$ cat src/rtl/apb_pkg.sv
// Shared types and defaults for the two-requester APB master.
package apb_pkg;

  typedef enum logic [1:0] {
    IDLE   = 2'd0,
    SETUP  = 2'd1,
    ACCESS = 2'd2
  } apb_state_e;

  localparam int unsigned APB_ADDR_W = 32;
  localparam int unsigned APB_DATA_W = 32;

  typedef logic req_id_t;

endpackage

$ cat src/rtl/apb_rr_arb.sv
// Two-way round-robin arbiter; the pointer remembers the last granted requester
// and only moves when a grant is actually issued.
module apb_rr_arb
  import apb_pkg::*;
(
  input  logic       clk_i,
  input  logic       rst_ni,
  input  logic       en_i,
  input  logic [1:0] req_i,
  output logic [1:0] gnt_o,
  output req_id_t    gnt_idx_o
);

  req_id_t last_q, last_d;

  always_comb begin
    gnt_o     = 2'b00;
    gnt_idx_o = 1'b0;
    last_d    = last_q;
    if (en_i && (req_i != 2'b00)) begin
      if (req_i == 2'b11) begin
        gnt_idx_o = ~last_q;
      end else begin
        gnt_idx_o = req_i[1];
      end
      gnt_o[gnt_idx_o] = 1'b1;
      last_d           = gnt_idx_o;
    end
  end

  // Reset value pretends requester 1 went last so requester 0 wins the first tie.
  always_ff @(posedge clk_i or negedge rst_ni) begin
    if (!rst_ni) begin
      last_q <= 1'b1;
    end else begin
      last_q <= last_d;
    end
  end

endmodule

$ cat src/rtl/apb_arb_master.sv
// APB master sharing one slave port between two local requesters, with
// round-robin arbitration, wait-state support and a PREADY watchdog.
module apb_arb_master
  import apb_pkg::*;
#(
  parameter int unsigned TIMEOUT = 16,
  parameter int unsigned ADDR_W  = APB_ADDR_W,
  parameter int unsigned DATA_W  = APB_DATA_W
) (
  input  logic              pclk_i,
  input  logic              presetn_i,
  input  logic              req0_valid_i,
  input  logic              req0_write_i,
  input  logic [ADDR_W-1:0] req0_addr_i,
  input  logic [DATA_W-1:0] req0_wdata_i,
  output logic              req0_ready_o,
  output logic              rsp0_valid_o,
  output logic [DATA_W-1:0] rsp0_rdata_o,
  output logic              rsp0_err_o,
  input  logic              req1_valid_i,
  input  logic              req1_write_i,
  input  logic [ADDR_W-1:0] req1_addr_i,
  input  logic [DATA_W-1:0] req1_wdata_i,
  output logic              req1_ready_o,
  output logic              rsp1_valid_o,
  output logic [DATA_W-1:0] rsp1_rdata_o,
  output logic              rsp1_err_o,
  output logic              psel1_o,
  output logic              penable_o,
  output logic              pwrite_o,
  output logic [ADDR_W-1:0] paddr_o,
  output logic [DATA_W-1:0] pwdata_o,
  input  logic [DATA_W-1:0] prdata_i,
  input  logic              pready_i,
  input  logic              pslverr_i
);

  localparam int unsigned WD_W = (TIMEOUT > 0) ? $clog2(TIMEOUT + 1) : 1;

  apb_state_e        state_q, state_d;
  logic [WD_W-1:0]   wd_cnt_q, wd_cnt_d;
  logic [ADDR_W-1:0] paddr_q, paddr_d;
  logic [DATA_W-1:0] pwdata_q, pwdata_d;
  logic              pwrite_q, pwrite_d;
  req_id_t           owner_q, owner_d;

  logic              rsp0_valid_q, rsp1_valid_q;
  logic              rsp0_err_q, rsp1_err_q;
  logic [DATA_W-1:0] rsp0_rdata_q, rsp1_rdata_q;

  logic              wd_hit;
  logic              xfer_done;
  logic              grant_win;
  logic [1:0]        gnt;
  req_id_t           gnt_idx;
  logic              granted;
  logic              rsp_err_c;
  logic [DATA_W-1:0] rsp_rdata_c;

  // Abort on the TIMEOUT-th ACCESS cycle without PREADY; PREADY in that cycle wins.
  always_comb begin
    wd_hit = 1'b0;
    if (TIMEOUT > 0) begin
      wd_hit = (state_q == ACCESS) && !pready_i && (32'(wd_cnt_q) == (TIMEOUT - 1));
    end
  end

  assign xfer_done = (state_q == ACCESS) && (pready_i || wd_hit);
  assign grant_win = (state_q == IDLE) || xfer_done;

  apb_rr_arb u_arb (
    .clk_i     (pclk_i),
    .rst_ni    (presetn_i),
    .en_i      (grant_win),
    .req_i     ({req1_valid_i, req0_valid_i}),
    .gnt_o     (gnt),
    .gnt_idx_o (gnt_idx)
  );

  assign granted      = gnt[0] | gnt[1];
  assign req0_ready_o = gnt[0];
  assign req1_ready_o = gnt[1];

  always_comb begin
    state_d = state_q;
    unique case (state_q)
      IDLE:    if (granted) state_d = SETUP;
      SETUP:   state_d = ACCESS;
      ACCESS:  if (xfer_done) state_d = granted ? SETUP : IDLE;
      default: state_d = IDLE;
    endcase
  end

  always_comb begin
    paddr_d  = paddr_q;
    pwdata_d = pwdata_q;
    pwrite_d = pwrite_q;
    owner_d  = owner_q;
    wd_cnt_d = wd_cnt_q;
    if (granted) begin
      paddr_d  = gnt_idx ? req1_addr_i  : req0_addr_i;
      pwdata_d = gnt_idx ? req1_wdata_i : req0_wdata_i;
      pwrite_d = gnt_idx ? req1_write_i : req0_write_i;
      owner_d  = gnt_idx;
      wd_cnt_d = '0;
    end else if ((TIMEOUT > 0) && (state_q == ACCESS) && !pready_i && !wd_hit) begin
      wd_cnt_d = wd_cnt_q + WD_W'(1);
    end
  end

  // A timeout reports as an error with no data; PSLVERR is only meaningful with PREADY.
  assign rsp_err_c   = pready_i ? pslverr_i : 1'b1;
  assign rsp_rdata_c = (pready_i && !pslverr_i && !pwrite_q) ? prdata_i : '0;

  always_ff @(posedge pclk_i or negedge presetn_i) begin
    if (!presetn_i) begin
      state_q  <= IDLE;
      wd_cnt_q <= '0;
      paddr_q  <= '0;
      pwdata_q <= '0;
      pwrite_q <= 1'b0;
      owner_q  <= 1'b0;
    end else begin
      state_q  <= state_d;
      wd_cnt_q <= wd_cnt_d;
      paddr_q  <= paddr_d;
      pwdata_q <= pwdata_d;
      pwrite_q <= pwrite_d;
      owner_q  <= owner_d;
    end
  end

  always_ff @(posedge pclk_i or negedge presetn_i) begin
    if (!presetn_i) begin
      rsp0_valid_q <= 1'b0;
      rsp0_err_q   <= 1'b0;
      rsp0_rdata_q <= '0;
      rsp1_valid_q <= 1'b0;
      rsp1_err_q   <= 1'b0;
      rsp1_rdata_q <= '0;
    end else begin
      rsp0_valid_q <= xfer_done && !owner_q;
      rsp0_err_q   <= xfer_done && !owner_q && rsp_err_c;
      rsp0_rdata_q <= (xfer_done && !owner_q) ? rsp_rdata_c : '0;
      rsp1_valid_q <= xfer_done && owner_q;
      rsp1_err_q   <= xfer_done && owner_q && rsp_err_c;
      rsp1_rdata_q <= (xfer_done && owner_q) ? rsp_rdata_c : '0;
    end
  end

  assign psel1_o      = (state_q != IDLE);
  assign penable_o    = (state_q == ACCESS);
  assign pwrite_o     = pwrite_q;
  assign paddr_o      = paddr_q;
  assign pwdata_o     = pwdata_q;
  assign rsp0_valid_o = rsp0_valid_q;
  assign rsp0_err_o   = rsp0_err_q;
  assign rsp0_rdata_o = rsp0_rdata_q;
  assign rsp1_valid_o = rsp1_valid_q;
  assign rsp1_err_o   = rsp1_err_q;
  assign rsp1_rdata_o = rsp1_rdata_q;

endmodule

$ cat config.mk
export PLATFORM = sky130hd
export DESIGN_NAME = apb_arb_master
export DESIGN_NICKNAME = d
export VERILOG_FILES = /design/src/rtl/apb_pkg.sv /design/src/rtl/apb_rr_arb.sv /design/src/rtl/apb_arb_master.sv
export SDC_FILE = /design/constraint.sdc
export NUM_CORES = 1
export LEC_CHECK = 0
export CORE_UTILIZATION = 23
export CTS_BUF_LIST = sky130_fd_sc_hd__clkbuf_16
export CTS_CLUSTER_SIZE = 30
export DETAILED_ROUTE_END_ITERATION = 12
export HOLD_SLACK_MARGIN = 0.03
export PLACE_DENSITY = 0.6
export REMOVE_ABC_BUFFERS = 1
export SLEW_MARGIN = 40
export SYNTH_ARGS = -nofsm -noshare
export SYNTH_HDL_FRONTEND = slang
export SYNTH_SLANG_ARGS = --single-unit
$ cat constraint.sdc
create_clock -name pclk_i -period 5.3 [get_ports pclk_i]
set_input_delay 1.06 -clock pclk_i [delete_from_list [all_inputs] [get_ports pclk_i]]
set_output_delay 1.06 -clock pclk_i [all_outputs]
set_load 0.005 [all_outputs]
==> summary.txt <==
Synth
  – EDFF count, synth: 0
  – Sequential area share after synthesis: approximately 61%
  – Post-synth cell types: 29
  – Post-synth top flop: dfrtp_1
  – Synthesized flop and latch total: ~140
  – Mapped Area: approximately 0.0058 mm²
  – Synthesized instance count: around 400
  – Mean Syn Cell Area: ~14 µm²
  – Fraction of registers with async set/reset: 100%
  – Yosys top cell by area: dfrtp_1
  – Synth Warn #: 0
  – Yosys top cell area share: 60.7%
  – Top cells by area, synth: dfrtp_1 61%, mux2_1 13%, mux2_2 13%
  – Most frequent cell after synthesis: dfrtp_1
  – Synth cell count leaders: 141 x dfrtp_1, 67 x mux2_1, 65 x and3_1, 65 x mux2_2, 16 x clkbuf_1

Place
  – Buffers on Ports: about 300
  – RePlAce Congestion: 0.697
  – DPL Wire Length: around 12000 µm
  – Placement Cell Area: just over 0.009 mm²

CTS
  – Post-CTS Hold Buffers: 0
  – CTS root buffer: clkbuf_16
  – CTS Buf Count: 17
  – Clock Tree Buf Depth: 2
  – Reg clk slew, reported paths: about 60 ps
  – Clk_lat worst skew: approximately 410 ps
  – H-tree level count: 4
  – Post-CTS setup buffer count: 0
  – Post-cts resize count: 0
  – Clock sinks: approximately 140
  – CTS tree: built

Worst setup path
  – Critical Path RT: between 4000 and 5000 ps
  – R2R cell count: 8
  – CP Max Fanout: 4
  – Kind of critical path: in -> out
  – Critical path launch point type: input pin
  – Worst setup path startpoint: pready_i
  – FF-to-FF Start: wd_cnt_q[0]
  – FF-to-FF setup slack: roughly 2200 ps
  – Setup crit end kind: output pin
  – Reg2reg end: pwdata_o[31]
  – CP arrival: 2820 ps

Timing
  – Final count of hold timing violations: 0
  – Worst Max-Slew Pin Slew: ~630 ps
  – Fmax: between 200 and 300 MHz
  – Setup violations, final: 0
  – Minimum clock period after layout: between 3000 and 4000 ps
  – Slew Viols, Final: 0
  – Clk_skew: 9.28 ps
  – Hold WS: between 400 and 500 ps
  – Slew Limit Headroom: between 50% and 60%
  – RSZ-0062 raised after global routing: no
  – Period utilization: around three quarters

Hold path
  – Hold path cells: 1
  – Hold crit path type: reg -> reg
  – Worst Hold Launch: pwdata_o[22]
  – Hold Path End: pwdata_o[22]

Routing
  – DR vias: roughly 4400
  – DRT Pass-1 Iters: 4
  – Routed len/inst: between 15 and 20 µm
  – WL final: about 17000 µm
  – Post-route ant nets: 0
  – Number of remaining DRC errors: 0
  – Starting DRT DRC Count: 98
  – Via density: between 4 and 5

Floorplanning
  – Chip width: roughly 160 µm
  – Core area: 0.0245 mm²
  – # IOs: slightly above 300
  – Die ar.: roughly 0.026 mm²
  – Initial Utilization: roughly a quarter
  – Cell row count: between 50 and 60
  – Height of the die: 161 µm

Final layout
  – Post-route cell area: 0.00978 mm²
  – FILL cells: roughly 2300
  – Area Overhead vs Synth: 68.1%
  – Ant diodes: 0
  – Post-layout util: roughly 40%
  – # nets final: 878
  – Share of cells above drive strength 1: between 10% and 20%

Pwr
  – PD cells: 411 mW/mm²
  – Tot Pwr: between 4 and 5 mW
  – Static Leak: 4.29 nW
  – Maximum VDD drop: about 0.18 mV

Job
  – Number of max-cap violations: 0

GRT
  – Initial antenna violation count: 0
  – Number of global-route vias before repair: ~4700
  – First-pass GRT wire length: between 20000 and 30000 µm
  – Largest net degree at the start of global routing: 65
  – Grt ovf: 0
  – Total global-route track usage: a little over an eighth

Status
  – Status: completed
[placed cells by master (no fill, tap or decap)]
cell,synthesis,routed
and2_1,1,1
mux2_2,65,65
a211oi_4,0,1
xnor2_1,1,1
a21boi_4,0,1
mux2_1,67,67
clkbuf_16,0,17
ha_1,2,2
nor2b_2,0,1
dfrtp_1,141,141
nor4_1,1,1
nor2_1,4,4
clkinv_4,0,3
dfstp_2,1,1
nor3_2,0,1
nand3_1,1,1
buf_6,0,1
or3_1,2,2
inv_6,0,2
and3_1,65,65
nand2_1,2,2
or2_2,1,1
o21ai_0,3,3
or4b_1,1,1
bufinv_16,0,1
clkinv_2,0,4
nor3b_2,1,1
nor2b_1,4,3
nor4b_2,1,1
clkinvlp_4,0,3
buf_4,4,9
a21oi_1,3,3
nand2b_1,1,1
inv_1,4,5
clkdlybuf4s50_1,0,303
a211oi_1,1,1
[sequential cells by signal (all words and copies together) (netlist names)]
name          cells
state_q           2
owner_q           1
rsp0_rdata_o     32
rsp1_err_o        1
pwdata_o         32
rsp0_err_o        1
u_arb.last_q      1
rsp1_rdata_o     32
rsp1_valid_o      1
pwrite_o          1
wd_cnt_q          5
rsp0_valid_o      1
paddr_o          32
[power breakdown]
group          internal [mW]  leakage (nW)  switching, mW
combinational          0.884          2.20          0.485
clock                  0.643         0.266          0.480
sequential              1.37          1.82          0.148
total                   2.90          4.29           1.11
[cell type report]
type	count	area (µm²)	share of cell area, %
Sequential cell	142	3550	36.4
Timing Repair Buffer	313	3110	31.8
Multi-Input combinational cell	230	2140	21.9
Clock buffer	17	425	4.35
Tap cell	324	405	4.15
Clock inverter	14	120	1.23
Inverter	4	15.0	0.154
[metal layers]
| metal | up-vias | track usage, % | share of wire [%] |
|---|---|---|---|
| li1 | 2041 | - | - |
| met3 | 6 | 6.55 | 12 |
| met5 | - | 0 | 0 |
| met1 | 2141 | 16.0 | 41 |
| met2 | 215 | 22.3 | 46 |
| met4 | 0 | 3.86 | 0.84 |
[worst max-delay path by stage]
stage / to / slack, ps / depth (start not counted)
floorplan: req1_ready_o / -460 / 2
global placement: req0_ready_o / 1400 / 5
detailed placement: req0_ready_o / 1380 / 5
CTS: req0_ready_o / 1370 / 5
global route: req0_ready_o / 1330 / 5
finish: req0_ready_o / 1420 / 5
[worst max-delay path: stages]
cell and delay, ps:
clkdlybuf4s50_1 530, nor2_1 140, a211oi_4 390, nor2b_1 180, clkdlybuf4s50_1 500
[kinds of logic after synthesis]
logic type / synth area share (%)
flip-flops: 61.1
multiplexers: 25.6
AO/OA/AOI/OAI: 0.989
AND/OR/NAND/NOR: 9.27
adder cells (fa/ha/maj): 0.430
buffers and inverters: 2.50
XOR/XNOR: 0.151
[metrics by stage]
| stage | setup WS, ps | TNS [ps] | instances |
|---|---|---|---|
| floorplan | -456 | -694 | 376 |
| global placement | 1400 | 0 | 1013 |
| detailed placement | 1380 | 0 | 1013 |
| CTS | 1370 | 0 | 1044 |
| global route | 1330 | 0 | 1044 |
| finish | 1420 | 0 | 1044 |
(Power assumes the default switching activity.)
